`config.mk`:
```
export PLATFORM = sky130hd
export DESIGN_NAME = ved_16x16
export DESIGN_NICKNAME = d
export VERILOG_FILES = /design/src/rtl/ved_16x16.sv
export SDC_FILE = /design/constraint.sdc
export NUM_CORES = 1
export LEC_CHECK = 0
export CAP_MARGIN = 40
export CORE_MARGIN = 2
export CORE_UTILIZATION = 60
export CTS_CLUSTER_SIZE = 20
export DETAILED_ROUTE_END_ITERATION = 10
export PLACE_DENSITY = 0.89
export SETUP_SLACK_MARGIN = 0.02
export SYNTH_ARGS = -nofsm -noshare
export SYNTH_HDL_FRONTEND = slang
export SYNTH_SLANG_ARGS = --single-unit
```
`constraint.sdc`:
```
create_clock -name clk -period 9.5 [get_ports clk]
set_input_delay 1.425 -clock clk [delete_from_list [all_inputs] [get_ports clk]]
set_output_delay 1.425 -clock clk [all_outputs]
set_load 0.005 [all_outputs]
```
`src/rtl/ved_16x16.sv`:
```
// ved_16x16 -- registered 16x16 -> 32 unsigned multiplier built as a Vedic
// (Urdhva-Tiryagbhyam) hierarchy: 2x2 cells -> 4x4 -> 8x8 -> 16x16.
//
// Ports (top module ved_16x16):
//   clk     in   1   single clock, rising edge
//   rst     in   1   synchronous active-high reset, clears result
//   a       in  16   unsigned multiplicand
//   b       in  16   unsigned multiplier
//   result  out 32   a*b of the operands sampled at the previous rising edge
//
// The multiply tree is purely combinational; the only state is the output
// register, so latency is exactly one cycle and a new pair is taken every cycle.

// 2x2 cell: four bit products folded with two half adders.
module vedic_2x2 (
    input  logic [1:0] a,
    input  logic [1:0] b,
    output logic [3:0] p
);
    logic a0b0, a1b0, a0b1, a1b1;
    logic c1;

    assign a0b0 = a[0] & b[0];
    assign a1b0 = a[1] & b[0];
    assign a0b1 = a[0] & b[1];
    assign a1b1 = a[1] & b[1];

    assign p[0] = a0b0;
    assign p[1] = a1b0 ^ a0b1;
    assign c1   = a1b0 & a0b1;
    assign p[2] = a1b1 ^ c1;
    assign p[3] = a1b1 & c1;
endmodule

// Recombines the four half-width partial products of an NxN level:
//   P = LL + ((HL + LH) << N/2) + (HH << N)
// The low N/2 bits of LL cannot receive any carry, so they go straight to
// the product; everything else is summed in a 3N/2-bit adder, which is
// exactly the width left above them, so no carry can be lost.
module vedic_add #(
    parameter int N = 4
) (
    input  logic [N-1:0]   ll,
    input  logic [N-1:0]   hl,
    input  logic [N-1:0]   lh,
    input  logic [N-1:0]   hh,
    output logic [2*N-1:0] p
);
    localparam int H = N / 2;

    logic [N:0]     mid;    // HL + LH, one extra bit for the carry
    logic [3*H-1:0] upper;  // product bits [2N-1:H]

    assign mid   = {1'b0, hl} + {1'b0, lh};
    // HH sits at bit N of the product, i.e. bit H of 'upper', so it can be
    // concatenated above the upper half of LL instead of needing its own adder.
    assign upper = {hh, ll[N-1:H]} + {{(H-1){1'b0}}, mid};
    assign p     = {upper, ll[H-1:0]};
endmodule

module vedic_4x4 (
    input  logic [3:0] a,
    input  logic [3:0] b,
    output logic [7:0] p
);
    logic [3:0] ll, hl, lh, hh;

    vedic_2x2 u_ll (.a(a[1:0]), .b(b[1:0]), .p(ll));
    vedic_2x2 u_hl (.a(a[3:2]), .b(b[1:0]), .p(hl));
    vedic_2x2 u_lh (.a(a[1:0]), .b(b[3:2]), .p(lh));
    vedic_2x2 u_hh (.a(a[3:2]), .b(b[3:2]), .p(hh));

    vedic_add #(.N(4)) u_add (.ll(ll), .hl(hl), .lh(lh), .hh(hh), .p(p));
endmodule

module vedic_8x8 (
    input  logic [7:0]  a,
    input  logic [7:0]  b,
    output logic [15:0] p
);
    logic [7:0] ll, hl, lh, hh;

    vedic_4x4 u_ll (.a(a[3:0]), .b(b[3:0]), .p(ll));
    vedic_4x4 u_hl (.a(a[7:4]), .b(b[3:0]), .p(hl));
    vedic_4x4 u_lh (.a(a[3:0]), .b(b[7:4]), .p(lh));
    vedic_4x4 u_hh (.a(a[7:4]), .b(b[7:4]), .p(hh));

    vedic_add #(.N(8)) u_add (.ll(ll), .hl(hl), .lh(lh), .hh(hh), .p(p));
endmodule

module ved_16x16 (
    input  logic        clk,
    input  logic        rst,
    input  logic [15:0] a,
    input  logic [15:0] b,
    output logic [31:0] result
);
    logic [15:0] ll, hl, lh, hh;
    logic [31:0] product;

    vedic_8x8 u_ll (.a(a[7:0]),  .b(b[7:0]),  .p(ll));
    vedic_8x8 u_hl (.a(a[15:8]), .b(b[7:0]),  .p(hl));
    vedic_8x8 u_lh (.a(a[7:0]),  .b(b[15:8]), .p(lh));
    vedic_8x8 u_hh (.a(a[15:8]), .b(b[15:8]), .p(hh));

    vedic_add #(.N(16)) u_add (.ll(ll), .hl(hl), .lh(lh), .hh(hh), .p(product));

    // NOTE: sequential state uses non-blocking assignments so every register
    // samples pre-edge values, matching the hardware regardless of block order.
    always_ff @(posedge clk) begin
        if (rst) begin
            result <= 32'h0000_0000;
        end else begin
            result <= product;
        end
    end
endmodule

```
==> flow_summary.yaml, run 1 <==
route:
  drtAntennaViolNets: 0
  first_pass_iters: 6
  routed-via-count: 9241
  drt_wl_total_um: 26300
  drc_errors: 0
  drtIter0Drc: 526
  wl_per_cell_um: 15.3
  via_per_inst: 5.38
timing:
  hold_viol: 0
  drv_slew: 0
  fin_hold_ws_ns: 1.93
  rsz0062_at_grt: "no"
  period_share: 0.920
  fmax_mhz: 114
  tns_ns: 0
  setup_viol: 0
  maxSlewHeadroom: 0.547
  min_period_ns: 8.74
  tightest_slew_ns: 0.677
power_and_ir_drop:
  vdd_ir_drop_max_mv: 0.371
  seqPwrFrac: 0.051
  power.leakage_nw: 7.26
  p_comb_frac: 0.913
  switchingPower_w: 0.00236
  intPower_w: 0.00201
  switching_share: 0.539
  clockPowerShare: 0.037
  power_density_nw_per_um2: 340
cts:
  cts.sinks: 32
  path_clk_slew_ns: 0.06
  postCtsResizedCells: 0
  cts_tree: "built"
  cts-hold-fix-buffers: 0
  htreeDepth: 2
  numCtsBuffers: 5
  root_buffer: "clkbuf_16"
  clk_path_buf_depth: 2
  postCtsSetupBuffers: 0
floorplanning:
  core-area_sq_um: 19300
  fp-row-count: 51
  start_util: 0.606
  die_w_um: 144
  dieArea_sq_um: 20700
  num_io_pins: 66
  die_h_um: 144
critical_path:
  crit_family: "adder cells"
  critPathBufInv: 4
  end_kind: "flip-flop"
  cp-start-kind: "primary input"
  worstPathRequired_ns: 9.66
  path_max_fanout: 16
  crit_arrival_ns: 8.90
  slowest_delay_ns: 0.70
  worst-setup-path-type: "in2reg"
  crit_slowest_cell: "clkdlybuf4s50_1"
final_layout:
  n_antenna_cell: 0
  syn_to_final_growth_pct: 9.68
  fin_util: 0.665
  final_cells: 1718
  top_register: "result"
  num-nets-final: 1859
  n_fill_cell: 1462
  largest_register_ff_count: 32
  finalInstanceArea_sq_um: 12900
  drive_gt1_frac: 0.0310
  reg_top3: "result (32)"
synthesis:
  synth.avg_cell_area_sq_um: 8.40
  synth-compound-area-share: 0.0914
  syn-num-nets: 1802
  post_synth_num_cell_types: 56
  synth_top_family_by_area: "adder cells"
  syn_inst: 1395
  synth-seq-cells: 32
  syn-cell-area_sq_um: 11700
  synth-edff-count: 0
  synth-async-reset-ratio: 0
  synth_flop_cell: "dfxtp_1"
  synthSimpleGateAreaFrac: 0.188
  seq_area_frac_synth: 0.0546
  synth_xor_area_frac: 0.0711
  synth_warnings: 0
  synthAdderAreaFrac: 0.483
  yosys-mux-area-fraction: 0
placement:
  hpwl_um: 21800
  placedCellCount: 1710
  io_buffers: 65
  gp_congestion: 0.876
  dpl_cell_area_sq_um: 12700
status:
  outcome: "completed"
worst_hold_path:
  hold_path.startpoint: "rst"
  holdPathStages: 3
  min_to: "result[10]"
  hold_path_class: "in2reg"
grt:
  grt_pass1_wl_um: 44100
  antenna_found_initial: 0
  grt_usage: 0.267
  grt_max_degree: 32
  grt_pass1_vias: 9694
  overflow: 0
job:
  maxCapViolCount: 0
[placed cells by master (no fill, tap or decap), drive strengths merged, types with 3 or more instances in the layout]
cell type      instances
a211oi                 8
a21boi                 3
a21o                  44
a21oi                 64
a221o                  3
a31oi                  3
and2                 208
and3                  12
buf                   20
clkbuf                 5
clkdlybuf4s50         65
clkinv                 3
dfxtp                 32
fa                   133
ha                   240
inv                  311
nand2                 65
nand2b                 7
nand3                 10
nor2                  37
nor2b                 17
nor3                  10
o211ai                 8
o21ai                 25
or3                    5
xnor2                 50
xor2                  43
[stage by stage]
stage | worst slack (ns) | total power (W)
6_report | 0.758 | 0.00437
3_5_place_dp | 0.477 | 0.00412
2_1_floorplan | 1.73 | 0.00328
4_1_cts | 0.736 | 0.00431
3_3_place_gp | 0.699 | 0.00397
5_1_grt | 0.142 | 0.00483
[cells in the mapped netlist, types with 2 or more instances]
master    number  area (sq um)
inv_1        311          1170
ha_1         240          3000
and2_1       208          1300
fa_1         133          2660
nand2_1       65           244
a21oi_1       63           315
xnor2_1       49           429
a21o_1        44           330
xor2_1        43           377
nor2_1        37           139
clkbuf_1      33           124
dfxtp_1       32           641
o21ai_0       19          95.1
nor2b_1       17           106
and3_1        11          68.8
nand3_1        8          40.0
nor3_1         8          40.0
nand2b_1       7          43.8
o211ai_1       7          52.6
a211oi_1       6          45.0
o21ai_1        6          30.0
or3_1          5          31.3
a21boi_1       3          22.5
a221o_1        3          30.0
a31oi_1        3          18.8
a211oi_2       2          25.0
nand3_2        2          20.0
nor3_2         2          20.0
[worst max-delay path by stage]
stage	from	endpoint	slack (ns)	cells after the start
after floorplan	b[0]	result[24]	1.73	30
after global placement	a[1]	result[24]	0.70	30
after detailed placement	a[1]	result[24]	0.48	30
after CTS	a[1]	result[24]	0.74	30
after global routing	a[1]	result[24]	0.14	30
final	a[1]	result[24]	0.76	30
[power by group through the flow]
stage / logic, W / clock network, W / registers (W)
finish: 0.00399 / 0.000161 / 0.000221
global route: 0.00443 / 0.000166 / 0.000226
CTS: 0.00393 / 0.000162 / 0.000222
detailed placement: 0.00389 / 0 / 0.000225
global placement: 0.00375 / 0 / 0.000224
floorplan: 0.00305 / 0 / 0.000232
[layout make-up]
type / count / area [sq um] / share of cell area
multi-input cells: 1017 / 9770 / 0.760
clock buffers: 5 / 125 / 0.00973
clock inverters: 3 / 18.8 / 0.00146
well taps: 265 / 332 / 0.0258
repair buffers: 85 / 801 / 0.0623
inverters: 311 / 1170 / 0.0908
flip-flops and latches: 32 / 641 / 0.0498
[cells by family after synthesis]
family          count (synthesis)
simple gates                  384
compound gates                167
buf+inv                       346
xor+xnor                       93
fa+ha+maj                     373
flops                          32
[metal layers]
layer  routed length, um  global-route usage  up-vias  part of all wire
met5                   0                   0        -                 0
met4                 757              0.0970        0             0.029
met3                1290              0.0243       50             0.049
met2               13100               0.481      286              0.50
met1               11100               0.332     4418              0.42
li1                    -                   -     4487                 -
Note: power is estimated with default switching activity, not from simulation.
==> run 2, diff against run 1 <==
- REMOVE_ABC_BUFFERS: unset -> 1
==> flow_summary.yaml, run 2 (synthesis results as in run 1) <==
status:
  outcome: "completed"
job:
  maxCapViolCount: 0
cts:
  numCtsBuffers: 5
  cts-hold-fix-buffers: 0
  postCtsResizedCells: 0
  cts_tree: "built"
  path_clk_slew_ns: 0.06
  root_buffer: "clkbuf_16"
  cts.sinks: 32
  postCtsSetupBuffers: 0
  htreeDepth: 2
  clk_path_buf_depth: 2
final_layout:
  mostFrequentLayoutCell: "inv_1"
  largest_register_ff_count: 32
  n_fill_cell: 1441
  fin_util: 0.669
  top_register: "result"
  multi_input_area_sq_um: 9770
  drive_gt1_frac: 0.0336
  syn_to_final_growth_pct: 10.3
  num-nets-final: 1863
  reg_top3: "result (32)"
  regArea_sq_um: 641
  n_antenna_cell: 0
  layout_common_cells: "inv_1 (311), ha_1 (240), and2_1 (208), fa_1 (133)"
placement:
  io_buffers: 65
  hpwl_um: 22100
  pre_cts_ws_ns: 0.492
  gp_congestion: 0.908
critical_path:
  worst-setup-path-type: "in2reg"
  worstPathRequired_ns: 9.66
  crit_arrival_ns: 8.91
  cp-start-kind: "primary input"
  crit_slowest_cell: "clkdlybuf4s50_1"
  path_max_fanout: 16
  slowest_delay_ns: 0.68
  end_kind: "flip-flop"
power_and_ir_drop:
  power.leakage_nw: 7.30
  vdd_ir_drop_max_mv: 0.318
  finalPower_w: 0.00447
  power_density_nw_per_um2: 346
route:
  drc_errors: 0
  drtAntennaViolNets: 0
  wl_per_cell_um: 15.6
  via_per_inst: 5.44
  drtIter0Drc: 489
  routed-via-count: 9374
  first_pass_iters: 5
  drt_wl_total_um: 26800
grt:
  grt_max_degree: 32
  grt_pass1_wl_um: 44500
  grt_usage: 0.269
  grt_pass1_vias: 9922
  overflow: 0
  antenna_found_initial: 1
timing:
  fmax_mhz: 114
  tightest_slew_ns: 0.707
  hold_viol: 0
  min_period_ns: 8.75
  fin_ws_ns: 0.752
  rsz0062_at_grt: "no"
  setup_viol: 0
  drv_slew: 0
  maxSlewHeadroom: 0.524
  period_share: 0.921
  tns_ns: 0
floorplanning:
  core-area_sq_um: 19300
  start_util: 0.606
  die_w_um: 144
  fp-row-count: 51
  dieArea_sq_um: 20700
  die_h_um: 144
  num_io_pins: 66
worst_hold_path:
  holdPathStages: 3
  hold_path_class: "in2reg"
  min_to: "result[4]"
  hold_path.startpoint: "rst"
==> run 2: layout make-up <==
type | count | share of cell area
clock buffers | 7 | 0.0118
inverters | 311 | 0.0903
clock inverters | 1 | 0.00232
flip-flops and latches | 32 | 0.0496
well taps | 265 | 0.0256
multi-input cells | 1017 | 0.756
repair buffers | 89 | 0.0643
==> run 2: critical path, delay by kind of cell <==
kind / cells / cell delay, ns
xor+xnor: 3 / 0.58
compound gates: 10 / 2.05
buf+inv: 4 / 0.83
simple gates: 5 / 0.84
fa+ha+maj: 8 / 3.14
==> run 2: worst max-delay path by stage <==
stage / from / to
2_1_floorplan: a[1] / result[24]
3_3_place_gp: a[1] / result[24]
3_5_place_dp: a[1] / result[24]
4_1_cts: a[1] / result[24]
5_1_grt: a[1] / result[24]
6_report: a[1] / result[24]
==> run 2: through the flow <==
stage,cell area (sq um),hold slack (ns),instances
global placement,12700,2.12,1714
floorplan,11600,1.49,1360
CTS,12900,1.94,1722
finish,12900,1.93,1722
global route,12900,1.99,1722
detailed placement,12700,2.12,1714
==> run 2: routing by layer <==
layer  track usage  part of all wire  vias up  wire length [um]
met2         0.496              0.50      297             13500
met4         0.104             0.035        2               928
met3        0.0313             0.058       80              1560
met5             0           0.00048        -                13
li1              -                 -     4483                 -
met1         0.317              0.40     4512             10800
==> run 2: where the power goes <==
| group | internal [W] | switching (W) |
|---|---|---|
| combinational | 0.00173 | 0.00232 |
| sequential | 0.000211 | 0.0000108 |
| clock | 0.000138 | 0.0000623 |
==> run 3, diff against run 2 <==
- CORE_UTILIZATION: 60 -> 45
- GPL_TIMING_DRIVEN: unset -> 0
- PLACE_DENSITY: 0.89 -> 0.72
- clock period: 9.5 -> 10.9 ns (I/O delays scaled with it)
==> flow_summary.yaml, run 3 (synthesis results as in run 1) <==
final_layout:
  regArea_sq_um: 641
  largest_register_ff_count: 32
  reg_top3: "result (32)"
  num-nets-final: 1840
  final_cells: 1769
  n_antenna_cell: 0
  fin_util: 0.498
  finalInstanceArea_sq_um: 12900
  mostFrequentLayoutCell: "inv_1"
  multi_input_area_sq_um: 9770
  top_register: "result"
  n_fill_cell: 2483
  syn_to_final_growth_pct: 9.71
  layout_common_cells: "inv_1 (311), ha_1 (240), and2_1 (208), fa_1 (133)"
  drive_gt1_frac: 0.0181
floorplanning:
  die_h_um: 165
  dieArea_sq_um: 27400
  start_util: 0.454
  num_io_pins: 66
  die_w_um: 165
  fp-row-count: 59
  core-area_sq_um: 25800
status:
  outcome: "completed"
grt:
  grt_pass1_vias: 8922
  antenna_found_initial: 0
  grt_usage: 0.188
  grt_max_degree: 19
  grt_pass1_wl_um: 41500
  overflow: 0
cts:
  cts_tree: "built"
  cts.sinks: 32
  cts-hold-fix-buffers: 0
  postCtsSetupBuffers: 0
  root_buffer: "clkbuf_16"
  numCtsBuffers: 5
  path_clk_slew_ns: 0.06
  postCtsResizedCells: 0
  htreeDepth: 2
  clk_path_buf_depth: 2
critical_path:
  end_kind: "flip-flop"
  path_max_fanout: 16
  crit_arrival_ns: 9.52
  cp-start-kind: "primary input"
  worstPathRequired_ns: 11.08
  crit_slowest_cell: "clkdlybuf4s50_1"
  worst-setup-path-type: "in2reg"
  slowest_delay_ns: 0.79
power_and_ir_drop:
  power.leakage_nw: 7.19
  power_density_nw_per_um2: 299
  vdd_ir_drop_max_mv: 0.368
timing:
  drv_slew: 0
  tns_ns: 0
  tightest_slew_ns: 0.808
  period_share: 0.857
  rsz0062_at_grt: "no"
  setup_viol: 0
  hold_viol: 0
  fin_ws_ns: 1.55
  maxSlewHeadroom: 0.460
  fmax_mhz: 107
  min_period_ns: 9.35
placement:
  placedCellCount: 1761
  pre_cts_ws_ns: 1.29
  hpwl_um: 20300
  dpl_cell_area_sq_um: 12700
  gp_congestion: 0.820
  io_buffers: 65
route:
  wl_met3_um: 566
  wl_per_cell_um: 13.9
  wl_met2_um: 12200
  via_per_inst: 5.01
  drtIter0Drc: 315
  top_layer: "met4"
  wl_met1_um: 11500
  drt_wl_total_um: 24600
  first_pass_iters: 5
  routed-via-count: 8869
  drc_errors: 0
  drtAntennaViolNets: 0
job:
  maxCapViolCount: 0
worst_hold_path:
  holdPathStages: 2
  hold_path.startpoint: "rst"
  hold_path_class: "in2reg"
  min_to: "result[4]"
run 3: cell count changes in the layout (fill, tap and decap cells not counted):
cell and delta:
buf_16 +1, buf_4 -24
run 3: how the worst max path moves through the flow:
stage | from | endpoint | slack [ns]
2_1_floorplan | a[1] | result[24] | 3.06
3_3_place_gp | b[2] | result[24] | 1.36
3_5_place_dp | b[2] | result[24] | 1.29
4_1_cts | b[2] | result[24] | 1.54
5_1_grt | b[2] | result[24] | 1.02
6_report | b[2] | result[24] | 1.55
run 3: final cells by class:
type	instances	share of cell area
Multi-Input combinational cell	1017	0.760
Clock buffer	7	0.0119
Tap cell	335	0.0326
Timing Repair Buffer	66	0.0527
Sequential cell	32	0.0498
Clock inverter	1	0.00233
Inverter	311	0.0908
run 3: metrics by stage:
stage	hold slack (ns)	power [W]
2_1_floorplan	1.70	0.00285
3_3_place_gp	2.34	0.00355
3_5_place_dp	2.34	0.00362
4_1_cts	2.43	0.00383
5_1_grt	2.46	0.00430
6_report	2.43	0.00384
run 3: where the power goes:
| part | switching (W) | internal, W |
|---|---|---|
| clock | 0.0000531 | 0.000120 |
| sequential | 0.00000908 | 0.000184 |
| combinational | 0.00200 | 0.00147 |
run 3: critical path, delay by kind of cell:
kind,cells,cell delay [ns]
fa+ha+maj,8,3.18
compound gates,10,2.28
buf+inv,4,0.94
xor+xnor,3,0.60
simple gates,5,0.89
run 3: layer usage:
layer / GRT usage / up-vias
li1: - / 4432
met5: 0 / -
met3: 0.0125 / 23
met4: 0.0364 / 0
met2: 0.342 / 102
met1: 0.246 / 4312
